**src/rtl/prim_ram_1p_pkg_i3ccore.sv**
```systemverilog
// Shared types and helpers for the I3C core single-port RAM primitive.
package prim_ram_1p_pkg_i3ccore;

   // One flavour of hardened-macro configuration: enable plus 4-bit setting.
   typedef struct packed {
      logic       cfg_en;
      logic [3:0] cfg;
   } cfg_t;

   // Both macro flavours; the instance picks one via IsRegfile.
   typedef struct packed {
      cfg_t ram_cfg;
      cfg_t rf_cfg;
   } ram_1p_cfg_t;

   typedef enum logic {
      RamIdle,
      RamInit
   } ram_init_state_e;

   // Upper bound on word width handled by mask_expand; callers cast down.
   localparam int unsigned MaxWidth = 1024;

   // Replicate every lane-enable bit across the bits of its lane.
   function automatic logic [MaxWidth-1:0] mask_expand(input logic [MaxWidth-1:0] lane_mask,
                                                       input int unsigned bits_per_lane);
      logic [MaxWidth-1:0] bit_mask;
      bit_mask = '0;
      for (int unsigned i = 0; i < MaxWidth; i++) begin
         bit_mask[i] = lane_mask[i / bits_per_lane];
      end
      return bit_mask;
   endfunction

endpackage

```
**src/rtl/prim_ram_1p_array_i3ccore.sv**
```systemverilog
// Bare behavioural storage array: bit-masked write, combinational read.
// This is the module a hardened macro replaces; it has no reset on purpose.
module prim_ram_1p_array_i3ccore #(
   parameter int Width = 32,
   parameter int Depth = 64,
   parameter int AW    = 6
) (
   input  logic             clk,
   input  logic             we,
   input  logic [AW-1:0]    addr,
   input  logic [Width-1:0] wdata,
   input  logic [Width-1:0] bmask,
   output logic [Width-1:0] rdata
);

   logic [Width-1:0] mem [Depth];

   // Masked write: only bits with bmask set take the new data.
   always_ff @(posedge clk) begin
      if (we) begin
         mem[addr] <= (mem[addr] & ~bmask) | (wdata & bmask);
      end
   end

   assign rdata = mem[addr];

endmodule

```
**src/rtl/prim_ram_1p_init_i3ccore.sv**
```systemverilog
// Single-port RAM with req/gnt handshake, lane write mask, range check,
// selectable read latency, zeroization sweep and registered macro config.
module prim_ram_1p_init_i3ccore
   import prim_ram_1p_pkg_i3ccore::*;
#(
   parameter int Width           = 32,
   parameter int Depth           = 64,
   parameter int DataBitsPerMask = 8,
   parameter bit OutputReg       = 1,
   parameter bit InitOnReset     = 1,
   parameter bit IsRegfile       = 0,
   localparam int AW    = (Depth > 1) ? $clog2(Depth) : 1,
   localparam int Lanes = Width / DataBitsPerMask
) (
   input  logic             clk_i,
   input  logic             rst_i,
   input  logic             req_i,
   output logic             gnt_o,
   input  logic             write_i,
   input  logic [AW-1:0]    addr_i,
   input  logic [Width-1:0] wdata_i,
   input  logic [Lanes-1:0] wmask_i,
   output logic             rvalid_o,
   output logic [Width-1:0] rdata_o,
   output logic             rerr_o,
   input  logic             init_req_i,
   output logic             init_busy_o,
   output logic             init_done_o,
   input  ram_1p_cfg_t      cfg_i,
   output cfg_t             cfg_o
);

   localparam logic [AW:0]   DepthExt = (AW+1)'(Depth);
   localparam logic [AW-1:0] LastAddr = AW'(Depth - 1);

   ram_init_state_e state, state_next;
   logic [AW-1:0]   init_cnt, init_cnt_next;

   logic             in_range;
   logic             rd_req;
   logic             arr_we;
   logic [AW-1:0]    arr_addr;
   logic [Width-1:0] arr_wdata;
   logic [Width-1:0] arr_bmask;
   logic [Width-1:0] arr_rdata;
   cfg_t             cfg_sel;

   // Non-power-of-two depths leave a hole at the top of the address space.
   assign in_range    = {1'b0, addr_i} < DepthExt;
   assign gnt_o       = req_i & (state == RamIdle) & ~init_req_i & ~rst_i;
   assign init_busy_o = (state == RamInit);
   assign rd_req      = gnt_o & ~write_i;

   // The sweep owns the array port while busy; out-of-range writes are dropped.
   assign arr_we    = ~rst_i & (init_busy_o | (gnt_o & write_i & in_range));
   assign arr_addr  = init_busy_o ? init_cnt : addr_i;
   assign arr_wdata = init_busy_o ? '0 : wdata_i;
   assign arr_bmask = init_busy_o ? '1
                                  : Width'(mask_expand(MaxWidth'(wmask_i), DataBitsPerMask));

   prim_ram_1p_array_i3ccore #(
      .Width (Width),
      .Depth (Depth),
      .AW    (AW)
   ) u_array (
      .clk   (clk_i),
      .we    (arr_we),
      .addr  (arr_addr),
      .wdata (arr_wdata),
      .bmask (arr_bmask),
      .rdata (arr_rdata)
   );

   // FSM state and sweep address registers.
   always_ff @(posedge clk_i or posedge rst_i) begin
      if (rst_i) begin
         state    <= InitOnReset ? RamInit : RamIdle;
         init_cnt <= '0;
      end else begin
         state    <= state_next;
         init_cnt <= init_cnt_next;
      end
   end

   // Next state: sweep runs to the last word, init requests only start from idle.
   always_comb begin
      state_next    = state;
      init_cnt_next = init_cnt;
      case (state)
         RamInit: begin
            if (init_cnt == LastAddr) begin
               state_next    = RamIdle;
               init_cnt_next = '0;
            end else begin
               init_cnt_next = init_cnt + AW'(1);
            end
         end
         RamIdle: begin
            if (init_req_i) begin
               state_next    = RamInit;
               init_cnt_next = '0;
            end
         end
         default: state_next = RamIdle;
      endcase
   end

   // Sticky completion flag, set on the sweep's final write.
   always_ff @(posedge clk_i or posedge rst_i) begin
      if (rst_i) begin
         init_done_o <= 1'b0;
      end else if ((state == RamInit) && (state_next == RamIdle)) begin
         init_done_o <= 1'b1;
      end
   end

   assign cfg_sel = IsRegfile ? cfg_i.rf_cfg : cfg_i.ram_cfg;

   // Capture the selected macro configuration whenever its enable is set.
   always_ff @(posedge clk_i or posedge rst_i) begin
      if (rst_i) begin
         cfg_o <= '0;
      end else if (cfg_sel.cfg_en) begin
         cfg_o <= cfg_sel;
      end
   end

   // ---- stage p1: read data captured one cycle after the grant ----
   logic             vld_p1;
   logic             err_p1;
   logic [Width-1:0] rdata_p1;

   // Read stage 1; data holds between reads, out-of-range reads return zero.
   always_ff @(posedge clk_i or posedge rst_i) begin
      if (rst_i) begin
         vld_p1   <= 1'b0;
         err_p1   <= 1'b0;
         rdata_p1 <= '0;
      end else begin
         vld_p1 <= rd_req;
         err_p1 <= rd_req & ~in_range;
         if (rd_req) begin
            rdata_p1 <= in_range ? arr_rdata : '0;
         end
      end
   end

   // ---- stage p2: optional output register ----
   if (OutputReg) begin : g_out_reg
      logic             vld_p2;
      logic             err_p2;
      logic [Width-1:0] rdata_p2;

      // Output register; loads only behind a valid so rdata_o holds otherwise.
      always_ff @(posedge clk_i or posedge rst_i) begin
         if (rst_i) begin
            vld_p2   <= 1'b0;
            err_p2   <= 1'b0;
            rdata_p2 <= '0;
         end else begin
            vld_p2 <= vld_p1;
            err_p2 <= err_p1;
            if (vld_p1) begin
               rdata_p2 <= rdata_p1;
            end
         end
      end

      assign rvalid_o = vld_p2;
      assign rerr_o   = err_p2;
      assign rdata_o  = rdata_p2;
   end else begin : g_out_p1
      assign rvalid_o = vld_p1;
      assign rerr_o   = err_p1;
      assign rdata_o  = rdata_p1;
   end

endmodule

```
**config.mk**
```make
export PLATFORM = sky130hd
export DESIGN_NAME = prim_ram_1p_init_i3ccore
export DESIGN_NICKNAME = d
export VERILOG_FILES = /design/src/rtl/prim_ram_1p_pkg_i3ccore.sv /design/src/rtl/prim_ram_1p_array_i3ccore.sv /design/src/rtl/prim_ram_1p_init_i3ccore.sv
export SDC_FILE = /design/constraint.sdc
export NUM_CORES = 2
export LEC_CHECK = 0
export BUFFER_PORTS_ARGS = -buffer_cell sky130_fd_sc_hd__buf_2
export CAP_MARGIN = 20
export CORE_MARGIN = 2
export CORE_UTILIZATION = 60
export CTS_BUF_LIST = sky130_fd_sc_hd__clkbuf_8
export DETAILED_ROUTE_END_ITERATION = 6
export PLACE_DENSITY = 0.79
export SYNTH_ARGS = -nofsm -noshare
export SYNTH_HDL_FRONTEND = slang
export SYNTH_SLANG_ARGS = --single-unit
```
**constraint.sdc**
```tcl
create_clock -name clk_i -period 11.3 [get_ports clk_i]
set_clock_uncertainty 0.15 [all_clocks]
set_input_delay 1.695 -clock clk_i [delete_from_list [all_inputs] [get_ports clk_i]]
set_output_delay 1.695 -clock clk_i [all_outputs]
set_load 0.05 [all_outputs]
```
==> results.cfg <==
[outcome]
outcome = finished with violations
failed_checks = DRC

[final_layout]
layout_commonest_cell = sky130_fd_sc_hd__edfxtp_1
final_layout_size_suffix_gt1_share_pct = 19.5
layout.cells.most_common_list = sky130_fd_sc_hd__edfxtp_1 (2048), sky130_fd_sc_hd__a22oi_1 (380), sky130_fd_sc_hd__clkbuf_8 (347)
fillCellCount = 8224
finish.net_count = 5074
syn2layout_area_growth_pct = 11.8
finish.instance_area_um2 = 91500

[global_routing]
maximum_number_of_pins_on_one_net_before_global_route_repair = 131
grt_overflow = 0
grt_pass1_vias = 48100
globalRouteTotalUtil_pct = 31.4
antenna_found_initial = 11
grt_first_pass_wirelength_mm = 317

[clock_tree]
cts_buffer_depth = 4
cts-root-buf = sky130_fd_sc_hd__clkbuf_8
cts_resized = 0
cts_inserted_buffers = 330
path_clk_slew_ps = 50
ctsHoldBuffers = 0
htreeDepth = 5
cts_sinks = 2127
cts_post_setup_buffers_inserted = 0
cts_tree = yes
clk-insertion-delay-late_ps = 1030

[timing]
worst-slew-pin-transition_ps = 1320
timing.final.crit_share_pct = 66.0
grt_setup_unrepaired = false
period_needed_ps = 7460
final-max-slew-violation-count = 0
report.final.setup_viol = 0
hold_slack_ps = 312
setup_total_negative_slack_ps = 0
hold_viol_final = 0
final.setup.worst_slack_ps = 3840
max-slew-margin-rel_pct = 11.9
max_freq_mhz = 134

[synth]
ys_seq_area_share_pct = 77.6
synthesis.area_um2 = 81800
synth_area_per_cell_um2 = 17.3
netlist-cell-type-count = 74
synthArstFlopShare_pct = 3.71
dominantRegCellSynth = sky130_fd_sc_hd__edfxtp_1
synth_edf_count = 2048
ys.warnings.count = 0
ys_ff_latch = 2127
postSynthNetCount = 4800
syn_inst = 4742

[worst_setup_path]
cp_common_cell = sky130_fd_sc_hd__buf_4
worst-setup-path-type = register to register
startpoint_type = register
timing.critical_path.cells = buf_4 > mux2i_4 > buf_4 > buf_4 > buf_4 > buf_4 > a221oi_1 > a21oi_1 > o21ai_0 > and4_1 > a311oi_4 > buf_4
worst-endpoint-arrival_ps = 7980
worstSetupEndpointType = register
slowest_delay_ps = 970
timing.critical_path.required_ps = 11820
slowest_stage = sky130_fd_sc_hd__dfstp_4
critPathMaxFanout = 76

[route]
drtAntennaViolNets = 0
detailedRoute.firstIterationViolations = 7988
drt_first_pass_iters = 7
route.detailed.drc = 1
num_vias = 48800
via_per_inst = 6.93
routed_length_per_instance_um = 31.5
finalWirelength_mm = 222

[power]
largest_vdd_supply_drop_v = 0.000216
power.static_leakage_nw = 30.4
power.density_nw_per_um2 = 237
p_total_mw = 21.6

[placed_design]
hpwlAfterDp_mm = 121
buffer_ports.inserted = 92
post_dp_cell_area_um2 = 85500
dp_slack_ps = 4150
place.gp.congestion = 0.902

[job]
drv_cap = 0

[floorplanning]
die-area_um2 = 139000
start_util_pct = 60.4
floorplan.core_area_um2 = 135000
rows = 135
die_height_um = 373
fp.dieW_um = 373
num_io_pins = 99

[worst_hold_path]
worst_hold_path_type = register to register
[routing by layer]
metal	global-route usage (%)	wire (um)	part of all wire (%)
met5	0	59	0.027
met4	15.1	10800	4.9
met3	11.8	34300	15
met2	46.6	99100	45
met1	41.2	77300	35
[flip-flops by register name (all words and copies together), names as in the netlist]
name and flops:
u_array.mem 2048, cfg_o 5, rdata_o 32, init_cnt 6
vld_p1 1, rvalid_o 1, init_done_o 1, init_busy_o 1
rdata_p1 32
[logic make-up after synthesis]
family | count (synthesis) | synth area share (%)
DFF | 2127 | 77.6
AOI/OAI and AO/OA | 1233 | 10.5
buffers and inverters | 337 | 1.92
muxes | 554 | 7.25
and+or+nand+nor | 488 | 2.70
adders and majority gates | 1 | 0.0153
other | 1 | 0.00458
xor gates and xnor gates | 1 | 0.0107
[per-stage QoR]
step           util [%]  instances
2_1_floorplan         -       4742
3_3_place_gp       63.0       6444
3_5_place_dp       63.1       6451
4_1_cts            67.3       7019
5_1_grt            67.5       7034
6_report           67.5       7040
[synthesized netlist by cell type (31+ instances only)]
cell type                     n  area share [%]
sky130_fd_sc_hd__a31oi_1     50            0.38
sky130_fd_sc_hd__a222oi_1    31            0.38
sky130_fd_sc_hd__buf_2      152            0.93
sky130_fd_sc_hd__o22ai_1    156             1.2
sky130_fd_sc_hd__nor2_1     250             1.1
sky130_fd_sc_hd__nand2_1    103            0.47
sky130_fd_sc_hd__edfxtp_1  2048              75
sky130_fd_sc_hd__dfrtp_1     78             2.4
sky130_fd_sc_hd__a21oi_1    137            0.84
sky130_fd_sc_hd__a221oi_1   136             1.5
sky130_fd_sc_hd__a22oi_1    381             3.5
sky130_fd_sc_hd__mux2i_1    303             3.7
sky130_fd_sc_hd__clkbuf_1   122            0.56
sky130_fd_sc_hd__o21ai_0    202             1.2
sky130_fd_sc_hd__mux2_2     243             3.3
sky130_fd_sc_hd__nand3_1     34            0.21
[layout make-up]
class / count / area, um2 / share of cell area [%]
Inverter: 19 / 72.6 / 0.0794
Multi-Input combinational cell: 2278 / 17900 / 19.6
Timing Repair Buffer: 260 / 2000 / 2.18
Clock inverter: 222 / 967 / 1.06
Sequential cell: 2127 / 63500 / 69.4
Tap cell: 1781 / 2230 / 2.44
Clock buffer: 346 / 4760 / 5.21
Antenna cell: 7 / 17.5 / 0.0192
[critical path: cells and delay by family, from the launching register on]
kind,cells,cell delay [ps]
mux,1,340
buf+inv,6,4090
flops,1,970
simple gates,1,410
compound gates,4,1000
[path summary, 6_finish.rpt]
| path | start | end | slack [ps] | depth (start not counted) |
|---|---|---|---|---|
| setup / recovery | init_busy_o$_DFF_PP1_ | u_array.mem[24][11]$_DFFE_PP_ | 3840 | 12 |
| hold / removal | cfg_o[4]$_DFFE_PP0P_ | cfg_o[4]$_DFFE_PP0P_ | 310 | 1 |
| setup reg to reg | init_busy_o$_DFF_PP1_ | u_array.mem[24][11]$_DFFE_PP_ | 3840 | 12 |
| hold reg to reg | cfg_o[4]$_DFFE_PP0P_ | cfg_o[4]$_DFFE_PP0P_ | 310 | 1 |
| max in group asynchronous | rst_i | rdata_o[25]$_DFFE_PP0P_ | 9220 | 3 |
| min in group asynchronous | rst_i | cfg_o[2]$_DFFE_PP0P_ | 620 | 2 |
[power by group]
part,total (mW),internal [mW],switching (mW),leakage [nW]
logic,6.87,2.00,4.87,6.95
registers,9.08,8.95,0.123,20.1
clock network,5.69,2.88,2.81,3.38
total,21.6,13.8,7.80,30.4
(Power assumes the default switching activity.)
